### config.mk
export PLATFORM = sky130hd
export DESIGN_NAME = ctrl_pipe_chain
export DESIGN_NICKNAME = d
export VERILOG_FILES = /design/src/rtl/ctrl_pipe_chain.sv
export SDC_FILE = /design/constraint.sdc
export NUM_CORES = 1
export LEC_CHECK = 0
export ABC_AREA = 1
export BUFFER_PORTS_ARGS = -buffer_cell sky130_fd_sc_hd__buf_2
export CAP_MARGIN = 20
export CORE_UTILIZATION = 45
export DETAILED_ROUTE_END_ITERATION = 12
export PLACE_DENSITY_LB_ADDON = 0.12
export SLEW_MARGIN = 5
export SYNTH_ARGS = -nofsm -noshare
export SYNTH_HDL_FRONTEND = slang
export SYNTH_SLANG_ARGS = --single-unit
### constraint.sdc
create_clock -name clk -period 1.46 [get_ports clk]
set_clock_uncertainty 0.05 [all_clocks]
set_input_delay 0.073 -clock clk [delete_from_list [all_inputs] [get_ports clk]]
set_output_delay 0.073 -clock clk [all_outputs]
set_load 0.03 [all_outputs]
### src/rtl/ctrl_pipe_chain.sv
// Control-bundle pipeline: STAGES registers with per-stage stall/flush, valid tracking,
// upstream stall propagation and bubble insertion. Define CTRL_PIPE_PERF_EN for stall/flush counters.
module ctrl_pipe_chain #(
  parameter int WIDTH = 32,
  parameter int STAGES = 3,
  parameter logic [WIDTH-1:0] NOP_VALUE = '0
) (
  input  logic                    clk,
  input  logic                    rst,
  input  logic [WIDTH-1:0]        in_data,
  input  logic                    in_valid,
  input  logic [STAGES-1:0]       stall,
  input  logic [STAGES-1:0]       flush,
  output logic [STAGES*WIDTH-1:0] out_data,
  output logic [STAGES-1:0]       out_valid,
  output logic [STAGES-1:0]       stall_eff,
`ifdef CTRL_PIPE_PERF_EN
  input  logic                    perf_clr,
  output logic [31:0]             perf_stall_cnt,
  output logic [31:0]             perf_flush_cnt,
`endif
  output logic                    in_ready
);

  logic [WIDTH-1:0]  dataReg [STAGES];
  logic [STAGES-1:0] validReg;

  genvar gi;
  generate
    for (gi = 0; gi < STAGES; gi++) begin : gStage
      // OR-reduce the stall requests at and above this stage (no combinational chain)
      assign stall_eff[gi] = |stall[STAGES-1:gi];
      assign out_data[gi*WIDTH +: WIDTH] = dataReg[gi];

      if (gi == 0) begin : gHead
        always_ff @(posedge clk) begin
          if (rst || flush[gi]) begin
            dataReg[gi]  <= NOP_VALUE;
            validReg[gi] <= 1'b0;
          end else if (!stall_eff[gi]) begin
            dataReg[gi]  <= in_valid ? in_data : NOP_VALUE;
            validReg[gi] <= in_valid;
          end
        end
      end else begin : gBody
        always_ff @(posedge clk) begin
          if (rst || flush[gi]) begin
            dataReg[gi]  <= NOP_VALUE;
            validReg[gi] <= 1'b0;
          end else if (stall_eff[gi]) begin
            dataReg[gi]  <= dataReg[gi];
            validReg[gi] <= validReg[gi];
          end else if (stall_eff[gi-1]) begin
            // upstream is frozen: emit a bubble so its entry is not duplicated here
            dataReg[gi]  <= NOP_VALUE;
            validReg[gi] <= 1'b0;
          end else begin
            dataReg[gi]  <= dataReg[gi-1];
            validReg[gi] <= validReg[gi-1];
          end
        end
      end
    end
  endgenerate

  assign out_valid = validReg;
  assign in_ready  = ~stall_eff[0];

`ifdef CTRL_PIPE_PERF_EN
  logic [31:0] stallCntReg;
  logic [31:0] flushCntReg;

  always_ff @(posedge clk) begin
    if (rst || perf_clr) begin
      stallCntReg <= '0;
      flushCntReg <= '0;
    end else begin
      if (stall_eff[0]) stallCntReg <= stallCntReg + 32'd1;
      // only count flushes that actually discarded a real instruction
      if (|(flush & validReg)) flushCntReg <= flushCntReg + 32'd1;
    end
  end

  assign perf_stall_cnt = stallCntReg;
  assign perf_flush_cnt = flushCntReg;
`endif

endmodule

==> summary.md <==
| Metric | Value |
|---|---|
| Run status | complete, no violations |
| Seq/Total Area, Yosys | 73.52% |
| Post-CTS setup repair buffer count | 0 |
| Largest net degree at the start of global routing | 33 |
| CP endpoint | in_ready |
| Post-DP HPWL | 4.965 mm |
| Max_slew headroom | 61.65% |
| Critical Path Source Type | primary input |
| Crit path from | stall[1] |
| Row count | 34 |
| Total GRT Usage | 17.18% |
| Clock sink count | 99 |
| Share of cells above drive strength 1 | 40.27% |
| Die height | 96.31 um |
| Worst r2r dst | out_valid[1] |
| Min-delay worst type | primary input to register |
| Kind of critical path | primary input to output port |
| Flops & latches, synth | 99 |
| RSZ-0062 raised after global routing | false |
| Fmax | 713.8 MHz |
| Vias in the first global route | 2,528 |
| Worst path depth | 6 |
| WP data arrival | 1280 ps |
| Worst path top cell family by delay | buffers and inverters |
| Peak supply drop | 551.9 uV |
| R2r setup slk | 240 ps |
| R2r worst-path depth | 3 |
| Area grow syn2layout | 36.10% |
| CTS tree | done |
| Num ports | 144 |
| Die Area | 9276 um2 |
| Mapped Cells | 330 |
| Core area | 8678 um2 |
| Post-route DRC violation count | 0 |
| Synth cell types | 14 |
| Clock transition at path regs | 90 ps |
| Max Buffers Root-to-Sink | 2 |
| Reg2reg start | out_valid[0] |
| Nets | 560 |
| CTS root buf | clkbuf_8 |
| Initial antenna violation count | 0 |
| Worst path cell trace | dlygate4sd3_1, buf_2, nor2_4, nand2_4, inv_6, clkbuf_4 |
| Crit-path max cell delay | 540 ps |
| First-pass GRT wire length | 11.57 mm |
| Period minus WS final | 1401 ps |
| Buf+Inv Stages, Crit Path | 4 |
| Setup TNS | 0 ps |
| DRT antenna net count | 0 |
| Drt first pass iters | 4 |
| Vias | 2,620 |
| Worst skew pair latency | 340 ps |
| Placer congestion estimate | 0.7973 |
| N_diodes | 0 |
| Initial Util | 46.12% |
| GRT Residual Overflow | 0 |
| Critical Path RT | 1340 ps |
| IO Port Bufs | 143 |
| Wire per inst | 12.13 um |
| Final period utilization | 95.96% |
| Vias/cell | 4.146 |
| Drt total wl | 7.665 mm |
| Power per standard cell area | 1054 nW/um2 |
| CTS Buf Count | 9 |
| Initial drt markers | 86 |
| Synthesized area | 4003 um2 |
| Syn Area/Cell | 12.13 um2 |
| H-tree depth | 3 |
| Syn_nets | 371 |
| Final Core Density | 62.77% |
| P_leak | 0.002641 uW |
| Actual slew at the worst max-slew pin | 573.1 ps |
| Final setup vio count | 0 |
| Width of the die | 96.31 um |
| Ys Warns | 0 |
| Max FO, Critical Path | 4 |
| Final Hold Vio Count | 0 |
| Max cap viols | 0 |
| CP max-delay cell | dlygate4sd3_1 |
| Critical Path Sink Type | output port |
| Max Slew Vio Count | 0 |
| Worst Hold Slack | 58.69 ps |
-- registers in the layout, indices dropped and copies added (netlist names) --
| signal | cells |
|---|---|
| out_valid | 3 |
| dataReg | 96 |
-- report_power, final --
part / internal, uW / leakage [uW] / total, uW / switching (uW)
logic: 243 / 0.00143 / 740 / 498
clock network: 804 / 0.0000937 / 1710 / 908
registers: 3230 / 0.00112 / 3290 / 54.4
total: 4280 / 0.00264 / 5740 / 1460
-- routing by layer --
metal  up-vias  track usage, %  part of all wire, %  routed length (um)
met3        11           3.949                  6.0                 461
met5         -               0                    0                   0
met1      1152           19.91                   41                3147
met4         0           7.843                  1.4                 104
li1       1364               -                    -                   -
met2        93           30.20                   52                3951
-- cells in the final DEF (no fill, tap or decap), types with 2 or more instances in the layout --
master / count
buf_2: 142
inv_1: 103
edfxtp_1: 96
nor2_1: 59
nor2_2: 40
dlygate4sd3_1: 38
clkbuf_8: 9
nand2_1: 7
nand3_1: 4
buf_4: 4
clkinv_4: 3
dfxtp_1: 3
buf_12: 3
nand2_4: 2
nand2_2: 2
clkbuf_1: 2
-- worst min-delay path, stage by stage --
cell	delay (ps)
buf_2	70
inv_1	30
nand2_1	70
inv_1	60
nand3_1	80
nand2_1	40
-- through the flow --
stage                     area (um2)  total power [uW]  worst slack, ps  std cells
after CTS                       5434              5783            58.46        632
after detailed placement        4858              4015            246.1        578
final                           5448              5740            59.02        632
after global placement          4858              4008            296.0        578
after floorplan                 4008              3781            99.64        330
after global routing            5448              5963            1.698        632
-- synthesized netlist by cell type, drive strengths merged --
cell type  count  area [um2]
inv          104       395.4
nor2         100       480.5
edfxtp        96        2883
nand2         12       67.56
buf           10       90.08
nand3          4       20.02
dfxtp          3       60.06
nand4          1       6.260
-- layout make-up --
class	instances	area (um2)
repair buffers	188	1189
flip-flops and latches	99	2943
fillers	690	3231
multi-input cells	117	590.6
inverters	104	395.4
clock inverters	5	63.81
well taps	108	135.1
clock buffers	11	131.4
-- how the worst min path moves through the flow --
stage	end	startpoint	slack (ps)	cells past startpoint
global placement	dataReg[0][29]	in_data[29]	320	3
finish	out_valid[0]	flush[0]	60	6
CTS	out_valid[1]	flush[1]	10	4
global route	out_valid[1]	flush[1]	70	4
detailed placement	out_valid[2]	flush[2]	320	4
floorplan	out_valid[2]	stall[2]	160	2
-- cell families after synthesis --
kind of cell / after synthesis / share of synthesized area (%)
and+or+nand+nor: 117 / 14.35
DFF: 99 / 73.52
buffers and inverters: 114 / 12.13
-- repair_timing --
item,CTS,global route
hold endpoints to repair,34,0
endpoints found under the setup margin,0,10
hold buffers,38,0
gates resized for setup,0,3
Note: power is estimated with default switching activity, not from simulation.
